### src/rtl/hdp_reg_sequencer_if.sv
// Command/response bus between a host and the HDP register sequencer.
// master = host side (offers commands, consumes responses),
// slave  = sequencer side.
interface hdp_reg_sequencer_if #(
    parameter int ADDR_WIDTH = 7
);
    // command channel
    logic                  i_cmd_valid;
    logic                  o_cmd_ready;
    logic                  i_cmd_read;
    logic [ADDR_WIDTH-1:0] i_cmd_addr;
    logic [7:0]            i_cmd_data;
    // response channel
    logic                  o_rsp_valid;
    logic                  i_rsp_ready;
    logic [7:0]            o_rsp_data;
    logic                  o_rsp_error;

    modport master (
        output i_cmd_valid, i_cmd_read, i_cmd_addr, i_cmd_data, i_rsp_ready,
        input  o_cmd_ready, o_rsp_valid, o_rsp_data, o_rsp_error
    );

    modport slave (
        input  i_cmd_valid, i_cmd_read, i_cmd_addr, i_cmd_data, i_rsp_ready,
        output o_cmd_ready, o_rsp_valid, o_rsp_data, o_rsp_error
    );
endinterface

### src/rtl/hdp_reg_sequencer.sv
// HDP register sequencer: turns single register read/write commands into
// one SPI transfer each ({rw,addr} then data byte), waits for the SPI
// engine's completion edge with a timeout, and returns a response.
// Optional feature macro: HDP_SEQ_WRITE_VERIFY_EN -- after every write,
// read the same register back and flag a mismatch as an error.
module hdp_reg_sequencer #(
    parameter int TIMEOUT_CYCLES = 4096,
    parameter int ADDR_WIDTH     = 7
) (
    input  logic                 i_clock,
    input  logic                 i_reset,
    hdp_reg_sequencer_if.slave   bus,
    output logic                 o_spi_enable,
    output logic                 o_spi_start,
    output logic [7:0]           o_tx_upper,
    output logic [7:0]           o_tx_lower,
    input  logic                 i_spi_done,
    input  logic [7:0]           i_rx_lower
);

    // Counter only has to reach TIMEOUT_CYCLES-1.
    localparam int CNT_W = ($clog2(TIMEOUT_CYCLES) > 0) ? $clog2(TIMEOUT_CYCLES) : 1;
    localparam logic [CNT_W-1:0] CNT_LAST = CNT_W'(TIMEOUT_CYCLES - 1);

    typedef enum logic [2:0] {
        S_IDLE,
        S_ISSUE,
        S_WAIT_DONE,
        S_RESPOND
`ifdef HDP_SEQ_WRITE_VERIFY_EN
        ,
        S_VERIFY_ISSUE,
        S_VERIFY_WAIT
`endif
    } state_t;

    state_t                state_q,     state_d;
    logic                  cmd_read_q,  cmd_read_d;
    logic [ADDR_WIDTH-1:0] cmd_addr_q,  cmd_addr_d;
    logic [7:0]            cmd_data_q,  cmd_data_d;
    logic [7:0]            rsp_data_q,  rsp_data_d;
    logic                  rsp_error_q, rsp_error_d;
    logic [CNT_W-1:0]      tmo_cnt_q,   tmo_cnt_d;
    logic                  done_prev_q, done_prev_d;

    logic in_wait;
    logic issuing;
    logic verify_phase;
    logic done_evt;
    logic timeout;
    logic tx_rd_flag;

`ifdef HDP_SEQ_WRITE_VERIFY_EN
    assign in_wait      = (state_q == S_WAIT_DONE)  || (state_q == S_VERIFY_WAIT);
    assign issuing      = (state_q == S_ISSUE)      || (state_q == S_VERIFY_ISSUE);
    assign verify_phase = (state_q == S_VERIFY_ISSUE) || (state_q == S_VERIFY_WAIT);
`else
    assign in_wait      = (state_q == S_WAIT_DONE);
    assign issuing      = (state_q == S_ISSUE);
    assign verify_phase = 1'b0;
`endif

    // Only a fresh rising edge while waiting counts; a level already high on
    // entry is rejected because done_prev_q tracks the input every cycle.
    assign done_evt = in_wait && i_spi_done && !done_prev_q;
    assign timeout  = in_wait && (tmo_cnt_q == CNT_LAST);

    // Handshake/strobe outputs are forced low while reset is held so that
    // they are inactive even before the first reset edge settles the state.
    assign bus.o_cmd_ready = (state_q == S_IDLE)    && !i_reset;
    assign bus.o_rsp_valid = (state_q == S_RESPOND) && !i_reset;
    assign bus.o_rsp_data  = rsp_data_q;
    assign bus.o_rsp_error = rsp_error_q;
    assign o_spi_start     = issuing && !i_reset;
    assign o_spi_enable    = !i_reset;

    // SPI transmit bytes come straight from the command register, so they are
    // stable for the whole issue/wait window; verify phase forces a read frame.
    always_comb begin
        tx_rd_flag                  = cmd_read_q | verify_phase;
        o_tx_upper                  = 8'h00;
        o_tx_upper[7]               = tx_rd_flag;
        o_tx_upper[ADDR_WIDTH-1:0]  = cmd_addr_q;
        o_tx_lower                  = tx_rd_flag ? 8'h00 : cmd_data_q;
    end

    // Next-state and datapath updates for the command FSM.
    always_comb begin
        state_d     = state_q;
        cmd_read_d  = cmd_read_q;
        cmd_addr_d  = cmd_addr_q;
        cmd_data_d  = cmd_data_q;
        rsp_data_d  = rsp_data_q;
        rsp_error_d = rsp_error_q;
        tmo_cnt_d   = tmo_cnt_q;
        done_prev_d = i_spi_done;

        case (state_q)
            S_IDLE: begin
                if (bus.i_cmd_valid) begin
                    cmd_read_d = bus.i_cmd_read;
                    cmd_addr_d = bus.i_cmd_addr;
                    cmd_data_d = bus.i_cmd_data;
                    state_d    = S_ISSUE;
                end
            end

            S_ISSUE: begin
                tmo_cnt_d = '0;
                state_d   = S_WAIT_DONE;
            end

            S_WAIT_DONE: begin
                tmo_cnt_d = tmo_cnt_q + 1'b1;
                // done wins over a coincident timeout
                if (done_evt) begin
                    if (cmd_read_q) begin
                        rsp_data_d = i_rx_lower;
                        state_d    = S_RESPOND;
                    end else begin
                        rsp_data_d = 8'h00;
`ifdef HDP_SEQ_WRITE_VERIFY_EN
                        state_d    = S_VERIFY_ISSUE;
`else
                        state_d    = S_RESPOND;
`endif
                    end
                end else if (timeout) begin
                    rsp_data_d  = 8'h00;
                    rsp_error_d = 1'b1;
                    state_d     = S_RESPOND;
                end
            end

`ifdef HDP_SEQ_WRITE_VERIFY_EN
            S_VERIFY_ISSUE: begin
                tmo_cnt_d = '0;
                state_d   = S_VERIFY_WAIT;
            end

            S_VERIFY_WAIT: begin
                tmo_cnt_d = tmo_cnt_q + 1'b1;
                if (done_evt) begin
                    rsp_data_d  = i_rx_lower;
                    rsp_error_d = (i_rx_lower != cmd_data_q);
                    state_d     = S_RESPOND;
                end else if (timeout) begin
                    rsp_error_d = 1'b1;
                    state_d     = S_RESPOND;
                end
            end
`endif

            S_RESPOND: begin
                if (bus.i_rsp_ready) begin
                    rsp_error_d = 1'b0;
                    state_d     = S_IDLE;
                end
            end

            default: state_d = S_IDLE;
        endcase
    end

    // State and datapath registers; reset abandons any command in flight.
    always_ff @(posedge i_clock) begin
        if (i_reset) begin
            state_q     <= S_IDLE;
            cmd_read_q  <= 1'b0;
            cmd_addr_q  <= '0;
            cmd_data_q  <= 8'h00;
            rsp_data_q  <= 8'h00;
            rsp_error_q <= 1'b0;
            tmo_cnt_q   <= '0;
            // treat done as high so a new edge needs the line to drop first
            done_prev_q <= 1'b1;
        end else begin
            state_q     <= state_d;
            cmd_read_q  <= cmd_read_d;
            cmd_addr_q  <= cmd_addr_d;
            cmd_data_q  <= cmd_data_d;
            rsp_data_q  <= rsp_data_d;
            rsp_error_q <= rsp_error_d;
            tmo_cnt_q   <= tmo_cnt_d;
            done_prev_q <= done_prev_d;
        end
    end

endmodule

### src/flat_wrapper.sv
// flat-port wrapper written by rule: the top's interface ports become plain ports
module hdp_reg_sequencer_flat 
#(
    parameter int TIMEOUT_CYCLES = 4096,
    parameter int ADDR_WIDTH     = 7
)
  (i_clock, i_reset, o_spi_enable, o_spi_start, o_tx_upper, o_tx_lower, i_spi_done, i_rx_lower, bus_i_cmd_valid, bus_i_cmd_read, bus_i_cmd_addr, bus_i_cmd_data, bus_i_rsp_ready, bus_o_cmd_ready, bus_o_rsp_valid, bus_o_rsp_data, bus_o_rsp_error);
  hdp_reg_sequencer_if #(.ADDR_WIDTH(ADDR_WIDTH)) bus_i ();
  input  logic i_clock;
  input  logic i_reset;
  output logic o_spi_enable;
  output logic o_spi_start;
  output logic [7:0] o_tx_upper;
  output logic [7:0] o_tx_lower;
  input  logic i_spi_done;
  input  logic [7:0] i_rx_lower;
  input wire logic [$bits(bus_i.i_cmd_valid)-1:0] bus_i_cmd_valid;
  input wire logic [$bits(bus_i.i_cmd_read)-1:0] bus_i_cmd_read;
  input wire logic [$bits(bus_i.i_cmd_addr)-1:0] bus_i_cmd_addr;
  input wire logic [$bits(bus_i.i_cmd_data)-1:0] bus_i_cmd_data;
  input wire logic [$bits(bus_i.i_rsp_ready)-1:0] bus_i_rsp_ready;
  output wire logic [$bits(bus_i.o_cmd_ready)-1:0] bus_o_cmd_ready;
  output wire logic [$bits(bus_i.o_rsp_valid)-1:0] bus_o_rsp_valid;
  output wire logic [$bits(bus_i.o_rsp_data)-1:0] bus_o_rsp_data;
  output wire logic [$bits(bus_i.o_rsp_error)-1:0] bus_o_rsp_error;
  assign bus_i.i_cmd_valid = bus_i_cmd_valid;
  assign bus_i.i_cmd_read = bus_i_cmd_read;
  assign bus_i.i_cmd_addr = bus_i_cmd_addr;
  assign bus_i.i_cmd_data = bus_i_cmd_data;
  assign bus_i.i_rsp_ready = bus_i_rsp_ready;
  assign bus_o_cmd_ready = bus_i.o_cmd_ready;
  assign bus_o_rsp_valid = bus_i.o_rsp_valid;
  assign bus_o_rsp_data = bus_i.o_rsp_data;
  assign bus_o_rsp_error = bus_i.o_rsp_error;
  hdp_reg_sequencer #(.TIMEOUT_CYCLES(TIMEOUT_CYCLES), .ADDR_WIDTH(ADDR_WIDTH)) u_core (.i_clock(i_clock), .i_reset(i_reset), .bus(bus_i), .o_spi_enable(o_spi_enable), .o_spi_start(o_spi_start), .o_tx_upper(o_tx_upper), .o_tx_lower(o_tx_lower), .i_spi_done(i_spi_done), .i_rx_lower(i_rx_lower));
endmodule
### config.mk
export PLATFORM = sky130hd
export DESIGN_NAME = hdp_reg_sequencer_flat
export DESIGN_NICKNAME = d
export VERILOG_FILES = /design/src/rtl/hdp_reg_sequencer_if.sv /design/src/rtl/hdp_reg_sequencer.sv /design/src/flat_wrapper.sv
export SDC_FILE = /design/constraint.sdc
export NUM_CORES = 1
export LEC_CHECK = 0
export CORE_ASPECT_RATIO = 1.5
export CORE_MARGIN = 4
export CORE_UTILIZATION = 30
export DETAILED_ROUTE_END_ITERATION = 6
export HOLD_SLACK_MARGIN = 0.06
export PLACE_DENSITY = 0.64
export SYNTH_ARGS = -nofsm -noshare
export SYNTH_HDL_FRONTEND = slang
export SYNTH_SLANG_ARGS = --single-unit
### constraint.sdc
create_clock -name i_clock -period 4 [get_ports i_clock]
set_clock_uncertainty 0.1 [all_clocks]
set_input_delay 0.6 -clock i_clock [delete_from_list [all_inputs] [get_ports i_clock]]
set_output_delay 0.6 -clock i_clock [all_outputs]
set_load 0.01 [all_outputs]
## Yosys cells after proc, flatten, opt, wreduce, memory -nomap -nowiden

Cells that the tools add are included.

- Input bits: 29
- Bits in registers: 41
- Output and inout bits: 29
- Word-level logic and storage cells: 48

- Add/subtract/negate cells: 1
- Reduce and logical (&&, ||, !) cells: 16
- Equality and inequality tests: 9
- Muxes and demuxes: 14

Operator list:

| cell | count |
|---|---|
| 8-bit two-way mux | 4 |
| 12-bit one-hot mux with 2 select lines | 1 |
| 12-bit by 1-bit adder with 12-bit output (second input constant) | 1 |
| 12-bit equality test (second input constant) | 1 |
| 3-bit two-way mux | 4 |
| 3-bit one-hot mux with 4 select lines | 1 |
| 2-bit inequality test (second input constant) | 4 |
| 3-bit by 2-bit equality test with 1-bit output (second input constant) | 2 |
| 1-bit logical AND | 6 |
| 2-bit nonzero test | 3 |
| 2-bit AND reduction | 2 |
| 4-bit AND reduction | 1 |
| 3-bit by 1-bit equality test with 1-bit output (second input constant) | 1 |
| 3-bit zero test | 1 |
| 1-bit two-way mux | 3 |
| 3-bit inequality test (second input constant) | 1 |
| 3-bit AND reduction | 1 |
| 1-bit zero test | 2 |
| 1-bit one-hot mux with 2 select lines | 1 |

## Longest topological paths before layout

Gate-level depths: netlist of the first run.

- Word-level depth: 5
- Gate-level depth with buffers: 7
- Mapped depth without buffers: 6

## Least setup slack after synthesis of the first run

No wires, ideal clock.

- Kind: input to output
- From: input port i_reset
- To: output port bus_o_cmd_ready
- Cell stages on the path: 3
- Data required time: 3,300 ps
- Slack: 2,062 ps
- Buffers on the path: 2
- Arrival time: 1,238 ps
- Cells stage by stage: clkbuf_1 -> clkbuf_1 -> nor2_1

- Longest elaborated chain between the ends: 2

RTL lines:

| what | RTL line | RTL |
|---|---|---|
| start: declaration | flat_wrapper.sv:10 | `input logic i_reset;` |
| 1-bit zero test | hdp_reg_sequencer.sv:70 | `assign bus.o_cmd_ready = (state_q == S_IDLE) && !i_reset;` |
| 1-bit logical AND | hdp_reg_sequencer.sv:70 |  |
| end: declaration | flat_wrapper.sv:22 | `output wire logic [$bits(bus_i.o_cmd_ready)-1:0] bus_o_cmd_ready;` |

No other way between the ends.

## Worst setup path in the final report of the first run

- From: input port i_reset
- To: output port o_spi_enable

- Longest elaborated chain between the ends: 1

RTL lines:

| what | RTL line | RTL |
|---|---|---|
| 1-bit zero test | hdp_reg_sequencer.sv:75 | `assign o_spi_enable = !i_reset;` |
| end: declaration | flat_wrapper.sv:11 | `output logic o_spi_enable;` |

No other way between the ends.

==> metrics.md, run 1 <==
| Metric | Value |
|---|---|
| Outcome | `complete, no violations` |
| PwrDens | `around 490 nW/um^2` |
| Relative slew slack | `0.4137` |
| Yosys warnings | `0` |
| Die ar. | `just under 7000 sq um` |
| Drc violations | `0` |
| Hold Fails Final Rpt | `0` |
| Die width | `69.29 um` |
| Required @ worst endpoint | `~3.3 ns` |
| Setup TNS | `0 ns` |
| Synthesized area per cell | `8.669 sq um` |
| Vias/cell | `between 4 and 5` |
| CP Launch Type | `input port` |
| Hold Buf Count CTS | `0` |
| Worst Tran Pin Value | `about 0.87 ns` |
| Antenna Violating Nets Remaining | `0` |
| Combinational share of power | `0.326` |
| # diodes | `0` |
| F_max | `332.0 MHz` |
| Wire length per cell | `between 10 and 15 um` |
| I/O Buffers | `57` |
| NetSw | `365.7 uW` |
| Main synth FF type | `dfxtp_1` |
| RSZ-0062 raised after global routing | `no` |
| Crit path buffers/inverters | `3` |
| Site Rows | `33` |
| CTS buffer count | `5` |
| Number of synthesized flops with an enable pin | `0` |
| Wirelength, routed | `3896 um` |
| Crit path max fanout | `20` |
| Maximum vdd drop | `0.0002205 V` |
| Mapped Nets | `229` |
| Final period util | `0.7530` |
| Final setup violation count | `0` |
| GPL Wtd Cong | `0.7364` |
| Worst EP arrival | `2.31 ns` |
| Starting Density | `0.3101` |
| Clock power frac | `0.269` |
| CP max stage delay | `between 0.9 and 1 ns` |
| Worst Hold Class | `register to register` |
| CP Class | `input port to primary output` |
| Most used cell, CP | `clkdlybuf4s50_1` |
| Via count | `1485` |
| Leakage | `0.8974 nW` |
| Initial antenna violation count | `0` |
| Worst-skew pair later-pin latency | `0.29 ns` |
| Post-CTS Resized | `0` |
| Setup ws final | `0.9882 ns` |
| Mapped Area | `1690 sq um` |
| Distinct cells, synth | `32` |
| Crit-path cells | `clkdlybuf4s50_1 > inv_1 > clkdlybuf4s50_1` |
| Part of the power in registers | `0.405` |
| Clock Sinks | `40` |
| Tot GR Track Use | `0.1177` |
| CP top delay family | `buffers and inverters` |
| Clock-pin slew on the worst setup and hold paths | `approximately 0.07 ns` |
| Seq cells post-synth | `40` |
| CTS tree | `built` |
| Synth Instances | `195` |
| Core Box Area | `5450 sq um` |
| Layout cells sized above 1 | `0.05159` |
| Post-CTS setup buffers | `0` |
| Dpl ws | `0.9833 ns` |
| Root Buffer | `clkbuf_8` |
| Final Max Tran Viols | `0` |
| Seq/Total Area, Yosys | `0.4737` |
| H-Tree Depth | `2` |
| Crit end category | `primary output` |
| Sw Share | `0.3105` |
| Detailed Route Iter0 Violations | `48` |
| Power consumption | `1.178 mW` |
| First-pass DRT Iterations | `4` |
| Minimum clock period | `3.012 ns` |
| DP HPWL | `approximately 3000 um` |
| CTS Buffer Depth | `2` |
| FFs w/ async S/R, synth | `0` |
| Die Y | `99.94 um` |
| Int Power | `812.1 uW` |
| First-pass GRT wire length | `roughly 6600 um` |
| Maximum number of pins on one net before global-route repair | `21` |
| Layout area overhead | `43.52%` |
| Max Cap Viol | `0` |
| Total Nets Final | `285` |
| Critical Path Slowest Stage Cell | `clkdlybuf4s50_1` |
| Num ports | `58` |
| Vias in the first global route | `1432` |
| Total gr overflow | `0` |
[metal layers]
layer	up-vias	global-route usage	part of all wire
met3	5	0.03607	0.058
met1	672	0.1294	0.41
met4	0	0.04511	0.014
met5	-	0	0
met2	43	0.2110	0.52
li1	765	-	-
[through the flow]
step	hold WS, ns	cells	instance area (sq um)	util
after floorplan	0.3318	195	1690	-
after global placement	0.3382	314	2318	0.4254
after detailed placement	0.3426	314	2318	0.4254
after CTS	0.3538	322	2426	0.4451
after global routing	0.3730	322	2426	0.4451
final	0.3531	322	2426	0.4451
[synth_stat cells (all sizes together) (3+ instances only)]
library cell / number / area (sq um)
nand4: 5 / 46.29
nor3: 5 / 25.02
inv: 7 / 26.28
a22o: 8 / 70.07
xnor2: 5 / 43.79
ha: 5 / 62.56
xor2: 4 / 35.03
clkbuf: 7 / 26.28
mux2i: 3 / 30.03
dfxtp: 40 / 800.8
nand2: 45 / 168.9
nor2b: 9 / 56.30
a21oi: 19 / 95.09
nor2: 12 / 45.04
[final cells by class]
type	instances	area [sq um]
clock buffer	6	72.57
clock inverter	2	35.03
fill	565	3024
inverter	7	26.28
multi-input combinational	139	825.8
sequential	40	800.8
tap	70	87.58
timing repair buffer	58	578.1
[path summary, 6_finish.rpt]
check / startpoint / to / slack, ns / depth (start not counted)
setup reg to reg: u_core.state_q[0] / u_core.tmo_cnt_q[11] / 2.00 / 6
hold / removal: u_core.cmd_data_q[4] / u_core.cmd_data_q[4] / 0.35 / 2
setup / recovery: i_reset / o_spi_enable / 0.99 / 3
hold reg to reg: u_core.cmd_data_q[4] / u_core.cmd_data_q[4] / 0.35 / 2
[worst register-to-register path, cell delays in order (launching register included)]
cell and delay, ns:
dfxtp_1 0.40, inv_1 0.08, ha_1 0.46, and3_1 0.29, nor4b_1 0.31, xnor2_1 0.17
nor2_1 0.06
[cells in the final DEF, fill, tap and decap left out, drive strengths merged]
cell type	netlist	final
clkinv	0	1
clkbuf	7	6
nand3	2	2
nand2	45	45
a211o	1	1
a22o	8	8
buf	2	1
mux2i	3	3
and2	1	1
or3	2	2
a21oi	19	19
nand2b	1	1
nor2b	9	9
o22ai	2	2
nand4	5	5
nor2	12	12
nor4	1	1
a31oi	1	1
o21ai	2	2
and3	1	1
or4	1	1
a21o	1	1
o211ai	1	1
clkdlybuf4s50	0	57
ha	5	5
dfxtp	40	40
nor4b	1	1
nor3	5	5
or2	1	1
xor2	4	4
xnor2	5	5
inv	7	7
bufinv	0	1
[power groups by stage]
stage | clock, mW | sequential [mW] | combinational, mW
after floorplan | 0 | 0.486 | 0.243
final | 0.317 | 0.477 | 0.384
after global placement | 0 | 0.486 | 0.391
after detailed placement | 0 | 0.488 | 0.390
after global routing | 0.347 | 0.484 | 0.427
after CTS | 0.332 | 0.478 | 0.391
[state kept, by name (all words and copies together) (netlist names)]
register                cells
u_core.cmd_addr_q           7
u_core.done_prev_q          1
u_core.bus.o_rsp_data       8
u_core.cmd_read_q           1
u_core.state_q              2
u_core.cmd_data_q           8
u_core.tmo_cnt_q           12
u_core.bus.o_rsp_error      1
[logic make-up (layout without fill, tap and decap cells)]
logic type	count (synthesis)	count (layout)	share of synthesized area
simple gates	87	87	0.2494
flops	40	40	0.4737
compound gates	35	35	0.1377
buf+inv	16	73	0.03776
xor+xnor	9	9	0.04663
fa+ha+maj	5	5	0.03701
mux	3	3	0.01777
(Power assumes the default switching activity.)
==> inputs of run 2 (changes only) <==
--- a/config.mk
+++ b/config.mk
@@ -10,7 +10,7 @@
 export CORE_UTILIZATION = 30
 export DETAILED_ROUTE_END_ITERATION = 6
 export HOLD_SLACK_MARGIN = 0.06
-export PLACE_DENSITY = 0.64
+export PLACE_DENSITY = 0.66
 export SYNTH_ARGS = -nofsm -noshare
 export SYNTH_HDL_FRONTEND = slang
 export SYNTH_SLANG_ARGS = --single-unit
==> constraint.sdc (replaced) <==
create_clock -name i_clock -period 2.48 [get_ports i_clock]
set_clock_uncertainty 0.1 [all_clocks]
set_input_delay 0.372 -clock i_clock [delete_from_list [all_inputs] [get_ports i_clock]]
set_output_delay 0.372 -clock i_clock [all_outputs]
set_load 0.01 [all_outputs]
==> run 2 against run 1 <==
- wire length up 0.13%
- first-iteration DRC count up 29%
- non-clock buffer count increased by 1
- sequential share of layout area is 0.39 points lower
- critical path depth rose by 1
- register-to-register slack got worse by 1.5 ns
- clock power is 93% higher
- sequential power increased by 61%
- power up 71%
- sequential cell count stayed put
- design area is 1.2% higher
- highest routed layer unchanged
==> metrics.md, run 2 (synthesized netlist as in run 1, its figures left out) <==
| Metric | Value |
|---|---|
| Outcome | `complete, no violations` |
| Most frequent cells in the layout | `57 x clkdlybuf4s50_1, 45 x nand2_1, 40 x dfxtp_1` |
| Commonest non-fill, non-tap cell in the layout | `clkdlybuf4s50_1` |
| Layout area overhead | `45.23%` |
| Leakage | `0.9112 nW (+1.5%)` |
| Clock Sinks | `40 (unchanged)` |
| Clock-pin slew on the worst setup and hold paths | `0.07 ns (about the same)` |
| Drc violations | `0 (unchanged)` |
| Largest Register | `u_core.tmo_cnt_q` |
| Vias in the first global route | `1477 (+3.1%)` |
| Hold Fails Final Rpt | `0 (unchanged)` |
| Hold Crit Depth | `2 (unchanged)` |
| Max FFs per register | `12 (unchanged)` |
| Detailed Route Iter0 Violations | `62 (+29%)` |
| Crit path max fanout | `11 (-45%)` |
| Worst EP arrival | `1.68 ns (-0.63 ns)` |
| CTS Buffer Depth | `2 (unchanged)` |
| Die width | `69.29 um (unchanged)` |
| Worst Tran Pin Value | `0.8081 ns (-0.06462 ns)` |
| Fill cell count | `550 (-2.7%)` |
| CTS buffer count | `5 (unchanged)` |
| Core Box Area | `5450 sq um (unchanged)` |
| Worst Hold Class | `register to register` |
| Final instance area | `2455 sq um (+1.2%)` |
| Initial antenna violation count | `0 (unchanged)` |
| Final Util | `0.4504 (+0.005280)` |
| F_max | `463.6 MHz` |
| Required @ worst endpoint | `2.01 ns (-1.29 ns)` |
| Maximum number of pins on one net before global-route repair | `17 (-19%)` |
| Via count | `1502 (+1.1%)` |
| CTS tree | `built` |
| GPL Wtd Cong | `0.7632 (+3.6%)` |
| Wire length per cell | `12.11 um (+0.13%)` |
| Root Buffer | `clkbuf_8` |
| Setup TNS | `0 ns (unchanged)` |
| Minimum clock period | `2.157 ns` |
| Total Nets Final | `286 (+0.35%)` |
| Non-Filler Instances | `322 (unchanged)` |
| Maximum vdd drop | `0.0003320 V (+51%)` |
| Hold Buf Count CTS | `0 (unchanged)` |
| Final period util | `0.8697` |
| Wirelength, routed | `3901 um (+0.13%)` |
| Power consumption | `2.008 mW (+71%)` |
| Worst-skew pair later-pin latency | `0.29 ns (about the same)` |
| Cells after DPL | `315 (+0.32%)` |
| Final setup violation count | `0 (unchanged)` |
| Placed Area | `2326 sq um (+0.32%)` |
| Setup ws final | `0.3231 ns (-0.6650 ns)` |
| Die Y | `99.94 um (unchanged)` |
| Starting Density | `0.3101 (unchanged)` |
| First-pass DRT Iterations | `4 (unchanged)` |
| I/O Buffers | `57 (unchanged)` |
| DP HPWL | `3002 um (-0.26%)` |
| Post-CTS Resized | `0 (unchanged)` |
| CP Launch Type | `input port` |
| Final Max Tran Viols | `0 (unchanged)` |
| Antenna Violating Nets Remaining | `0 (unchanged)` |
| H-Tree Depth | `2 (unchanged)` |
| First-pass GRT wire length | `6789 um (+2.2%)` |
| Vias/cell | `4.665 (+1.1%)` |
| Total gr overflow | `0 (unchanged)` |
| Tot GR Track Use | `0.1204 (+0.002691)` |
| Site Rows | `33 (unchanged)` |
| Relative slew slack | `0.4571 (+0.04341)` |
| # diodes | `0 (unchanged)` |
| Die ar. | `6925 sq um (unchanged)` |
| RSZ-0062 raised after global routing | `no` |
| Hold Slack | `0.3531 ns (+0.00001100 ns)` |
| Crit end category | `primary output` |
| Worst Reg2Reg Path Length in Cells | `6 (unchanged)` |
| Post-CTS setup buffers | `0 (unchanged)` |
| Num ports | `58 (unchanged)` |
| Layout cells sized above 1 | `0.05556 (+0.003968)` |
| PwrDens | `818.2 nW/um^2 (+69%)` |
| CP Class | `input port to primary output` |
| Dpl ws | `0.3032 ns (-0.6801 ns)` |
| Max Cap Viol | `0 (unchanged)` |
[run 2: where the power goes]
part	switching, mW	internal [mW]	leakage [nW]
registers	0.0525	0.716	0.325
clock network	0.215	0.396	0.0642
logic	0.331	0.297	0.522
total	0.599	1.41	0.911
[run 2: per-layer routing]
metal	share of wire	up-vias	track usage	routed length [um]
li1	-	763	-	-
met1	0.44	684	0.1331	1709
met2	0.49	47	0.2088	1902
met3	0.052	8	0.04008	204
met4	0.022	0	0.05414	84
met5	0	-	0	0
[run 2: worst paths after layout]
kind / startpoint / to / slack (ns)
worst max register to register: u_core.state_q[0] / u_core.tmo_cnt_q[11] / 0.52
worst min register to register: u_core.cmd_data_q[1] / u_core.cmd_data_q[1] / 0.35
worst min-delay path: u_core.cmd_data_q[1] / u_core.cmd_data_q[1] / 0.35
worst max-delay path: i_reset / bus_o_rsp_valid / 0.32
[run 2: final cells by class]
cell class                 count  area [sq um]  share of cell area
multi-input combinational    139         825.8              0.3364
sequential                    40         800.8              0.3262
timing repair buffer          59         585.6              0.2385
tap                           70         87.58             0.03568
clock buffer                   5         68.82             0.02803
clock inverter                 2         60.06             0.02446
inverter                       7         26.28             0.01070
[run 2: critical path, cell delays in order]
cell,delay [ns]
clkdlybuf4s50_1,0.47
buf_4,0.20
nor2_1,0.09
clkdlybuf4s50_1,0.55
==> patch 1: new RTL, flow settings as in run 2 <==
Re-encode `state_t` (4 states) as one-hot, 4 bits wide.
--- a/src/rtl/hdp_reg_sequencer.sv
+++ b/src/rtl/hdp_reg_sequencer.sv
@@ -23,9 +23,9 @@
     localparam logic [CNT_W-1:0] CNT_LAST = CNT_W'(TIMEOUT_CYCLES - 1);
 
-    typedef enum logic [2:0] {
-        S_IDLE,
-        S_ISSUE,
-        S_WAIT_DONE,
-        S_RESPOND
+    typedef enum logic [3:0] {
+        S_IDLE      = 4'b0001,
+        S_ISSUE     = 4'b0010,
+        S_WAIT_DONE = 4'b0100,
+        S_RESPOND   = 4'b1000
 `ifdef HDP_SEQ_WRITE_VERIFY_EN
         ,
Behaviour: no difference found for any inputs over 10 cycles, from zero or initial values and one cycle with i_reset high; not proved beyond that.
==> patch 1 against run 2 <==
Via count rose by 21%. Maximum frequency fell by 7.4%. Highest routed layer unchanged. Wire length grew 27%. Core utilization about the same. Setup slack got worse by 0.17 ns. Critical path depth fell by 1. Synthesized area up 8.9%. Sequential cell count grew 2. Cell area grew 7.7%. Count of clock-buffer cells in the layout unchanged.
Power is not compared: it rests on default switching activity, and its combinational part moved more than twofold at a synthesized area within 25%.
==> patch 1: results (changes against run 2) <==
Status: completed (unchanged)
All-layer global routing usage: 13.70% (was 12.04%)
Detail Placement HPWL: 3569 um (was 3002 um)
Synth Flop Type: dfxtp_1 (unchanged)
Worst-path clk slew: 0.08 ns
Routed vias: 1818 (was 1502)
Slew margin rel.: 61.62% (was 45.71%)
Grt met1 use: 17.11% (was 13.31%)
Multi-input gate count: 166 (was 139)
Synthesized Nets: 256 (was 229)
Initial DRC Count: 45 (was 62)
Inverters: 2 (was 7)
Met2 Usage GRT: 22.37% (was 20.88%)
Crit path max fanout: 8 (was 11)
Top post-synthesis cells by area: dfxtp_1 46%, nand2_1 10%, a21oi_1 7.6% (was dfxtp_1 47%, nand2_1 10%, a21oi_1 5.6%)
Commonest cells post-synth: 49 x nand2_1, 42 x dfxtp_1, 28 x a21oi_1 (was 45 x nand2_1, 40 x dfxtp_1, 19 x a21oi_1)
Largest net degree at the start of global routing: 24 (was 17)
Sequential share of cell area: 31.80% (was 32.62%)
Drt wl/cell: 13.82 um (was 12.11 um)
Multi-input gate area: 917.1 um2 (was 825.8 um2)
Global-route wire length before repair: 8404 um (was 6789 um)
Sw Ratio: 21.97%
Filler Cell Count: 602 (was 550)
Pre-CTS setup slack: 0.2102 ns (was 0.3032 ns)
Buffering overhead: 24.61% (was 23.85%)
Clk sinks: 42 (was 40)
Met3 Use GR: 3.482% (was 4.008%)
Post-synth cell types: 42 (was 32)
CLK BUF: 5 (unchanged)
Post-synthesis sequential area ratio: 45.68% (was 47.37%)
Non-Clock Buffer Count: 68 (was 59)
Comb power frac: 12.0%
GP Congestion: 0.8116 (was 0.7632)
Vias in the first global route: 1734 (was 1477)
Clock network share of area: 5.206% (was 5.250%)
Nets: 315 (was 286)
Share of layout cells above drive strength 1: 9.091% (was 5.556%)
==> patch 1: per-stage QoR <==
step,instances,hold slack (ns),total power (W),instance area [um2],utilization (%)
floorplan,226,0.3318,0.0008019,1841,-
global placement,350,0.3377,0.0009086,2509,42.73
detailed placement,350,0.3417,0.0009096,2509,42.73
CTS,358,0.3534,0.001563,2644,45.03
global route,358,0.3784,0.001603,2644,45.03
finish,358,0.3519,0.001541,2644,45.03
==> patch 1: path summary, 6_finish.rpt <==
path / slack, ns / startpoint / depth (start not counted) / endpoint
setup reg to reg: 0.38 / u_core.state_q[0] / 5 / u_core.tmo_cnt_q[7]
setup / recovery: 0.15 / u_core.state_q[3] / 3 / o_spi_start
hold reg to reg: 0.35 / u_core.cmd_data_q[3] / 2 / u_core.cmd_data_q[3]
hold / removal: 0.35 / u_core.cmd_data_q[3] / 2 / u_core.cmd_data_q[3]
==> patch 1: kinds of logic (layout without fill, tap and decap cells) <==
| family | count (synthesis) | after routing | share of synthesized area [%] |
|---|---|---|---|
| buffers and inverters | 18 | 78 | 4.487 |
| muxes | 1 | 1 | 0.6118 |
| and+or+nand+nor | 105 | 105 | 29.03 |
| DFF | 42 | 42 | 45.68 |
| adders and majority gates | 1 | 1 | 0.6797 |
| AOI/OAI and AO/OA | 58 | 58 | 19.03 |
| xor gates and xnor gates | 1 | 1 | 0.4760 |
==> patch 1: worst max-delay path: stages, from the launching register on <==
cell,delay (ns)
dfxtp_1,0.37
or4b_2,0.71
nor2_1,0.18
dlygate4sd2_1,0.30
==> patch 1: repair_timing <==
item	in CTS	in global routing
hold buffers	0	0
resized for setup	2	0
setup endpoints to repair	2	0
==> patch 1: per-layer routing <==
layer	wire length, um	vias to the layer above
li1	-	920
met1	2095	832
met2	2463	60
met3	310	6
met4	77	0
met5	0	-
==> patch 2: new RTL, settings of run 2 <==
Made on the original files. `TIMEOUT_CYCLES` is set to 4096 in 2 places; all go to 2048.
--- a/src/rtl/hdp_reg_sequencer.sv
+++ b/src/rtl/hdp_reg_sequencer.sv
@@ -5,5 +5,5 @@
 // read the same register back and flag a mismatch as an error.
 module hdp_reg_sequencer #(
-    parameter int TIMEOUT_CYCLES = 4096,
+    parameter int TIMEOUT_CYCLES = 2048,
     parameter int ADDR_WIDTH     = 7
 ) (
--- a/src/flat_wrapper.sv
+++ b/src/flat_wrapper.sv
@@ -2,5 +2,5 @@
 module hdp_reg_sequencer_flat 
 #(
-    parameter int TIMEOUT_CYCLES = 4096,
+    parameter int TIMEOUT_CYCLES = 2048,
     parameter int ADDR_WIDTH     = 7
 )
Formal check against the unedited RTL: no difference found for any inputs over 10 cycles, from zero or initial values and one cycle with i_reset high; that may be too few to reach the edited logic, so the function may still have changed.
==> patch 2 against run 2 <==
Cell area fell by 2.1%. Setup slack improved by 0.030 ns. Non-clock buffer count did not move. Sequential power fell by 3.5%. Power fell by 13%. Synthesized area rose by 0.44%. Sequential cell count fell by 1. Wire length rose by 0.85%. Synthesized cell count rose by 4.1%. Critical endpoint unchanged. Largest power group unchanged.
==> patch 2: results (changes against run 2) <==
Power Sequential: 0.000742 W (was 0.000769 W)
Detail-routed via count per cell: 4.587 (was 4.665)
Nets: 292 (was 286)
Net Sw Power: 0.0005654 W (was 0.0005992 W)
Sequential power share: 42.5% (was 38.3%)
Max reg flops: 11 (was 12)
Drt wl/cell: 11.96 um (was 12.11 um)
Fin area: 2402 um2 (was 2455 um2)
Synthesized Nets: 237 (was 229)
Vias in the first global route: 1435 (was 1477)
Initial DRC Count: 32 (was 62)
Status: completed (unchanged)
Syn Inst Count: 203 (was 195)
Pre-CTS setup slack: 0.3477 ns (was 0.3032 ns)
All-layer global routing usage: 11.83% (was 12.04%)
Detail Placement HPWL: 2988 um (was 3002 um)
Crit path max fanout: 4 (was 11)
VDD IR max: 265.6 uV (was 332.0 uV)
Post-synthesis sequential area ratio: 45.98% (was 47.37%)
Placed instance area: 2321 um2 (was 2326 um2)
Top post-synthesis cells by area: dfxtp_1 46%, nand2_1 9.7%, a21oi_1 8.0% (was dfxtp_1 47%, nand2_1 10%, a21oi_1 5.6%)
Comb power frac: 34.3% (was 31.3%)
Critical path data arrival time: 1.66 ns (was 1.68 ns)
GP Congestion: 0.7441 (was 0.7632)
Share of layout cells above drive strength 1: 5.792% (was 5.556%)
## patch 2: changes by cell type in the layout (fill, tap and decap cells not counted), sizes merged, moves of 2 or more
cell | before | now
nor3 | 5 | 1
a311oi | 0 | 2
o21a | 0 | 4
a22o | 8 | 0
o21ai | 2 | 11
clkbuf | 5 | 7
a21oi | 19 | 27
nand4 | 5 | 3
and3 | 1 | 3
xnor2 | 5 | 3
mux2i | 3 | 1
and4 | 0 | 3
bufinv | 2 | 0
## patch 2: worst reg2reg max path: cells and delay by family (launching register included)
kind / cells / cell delay [ns]
adder cells (fa/ha/maj): 1 / 0.43
flip-flops: 1 / 0.38
AND/OR/NAND/NOR: 2 / 0.63
AO/OA/AOI/OAI: 1 / 0.15
buffers and inverters: 1 / 0.09
## patch 2: per-layer routing
layer / global-route usage, % / share of wire [%]
met1: 13.17 / 41
met2: 20.59 / 52
met3: 3.006 / 4.2
met4: 6.316 / 2.3
met5: 0 / 0
## patch 2: worst paths after layout
kind                                              to  slack, ns                  from  cells after the start
worst max-delay path                 bus_o_rsp_valid       0.35     u_core.state_q[1]                      4
worst min-delay path            u_core.cmd_data_q[6]       0.35  u_core.cmd_data_q[6]                      2
worst max register to register   u_core.tmo_cnt_q[6]       0.65     u_core.state_q[0]                      5
worst min register to register  u_core.cmd_data_q[6]       0.35  u_core.cmd_data_q[6]                      2
## patch 2: cells by family after synthesis
family | share of synthesized area (%)
xor gates and xnor gates | 4.127
muxes | 0.5896
adders and majority gates | 3.685
AOI/OAI and AO/OA | 17.91
buffers and inverters | 4.274
DFF | 45.98
and+or+nand+nor | 23.43
## patch 2: final cells by class
class	instances	share of cell area, %
clock buffers	7	3.177
clock inverters	1	0.2083
inverters	6	0.9375
multi-input cells	147	35.16
flip-flops and latches	39	32.50
well taps	70	3.646
repair buffers	59	24.38
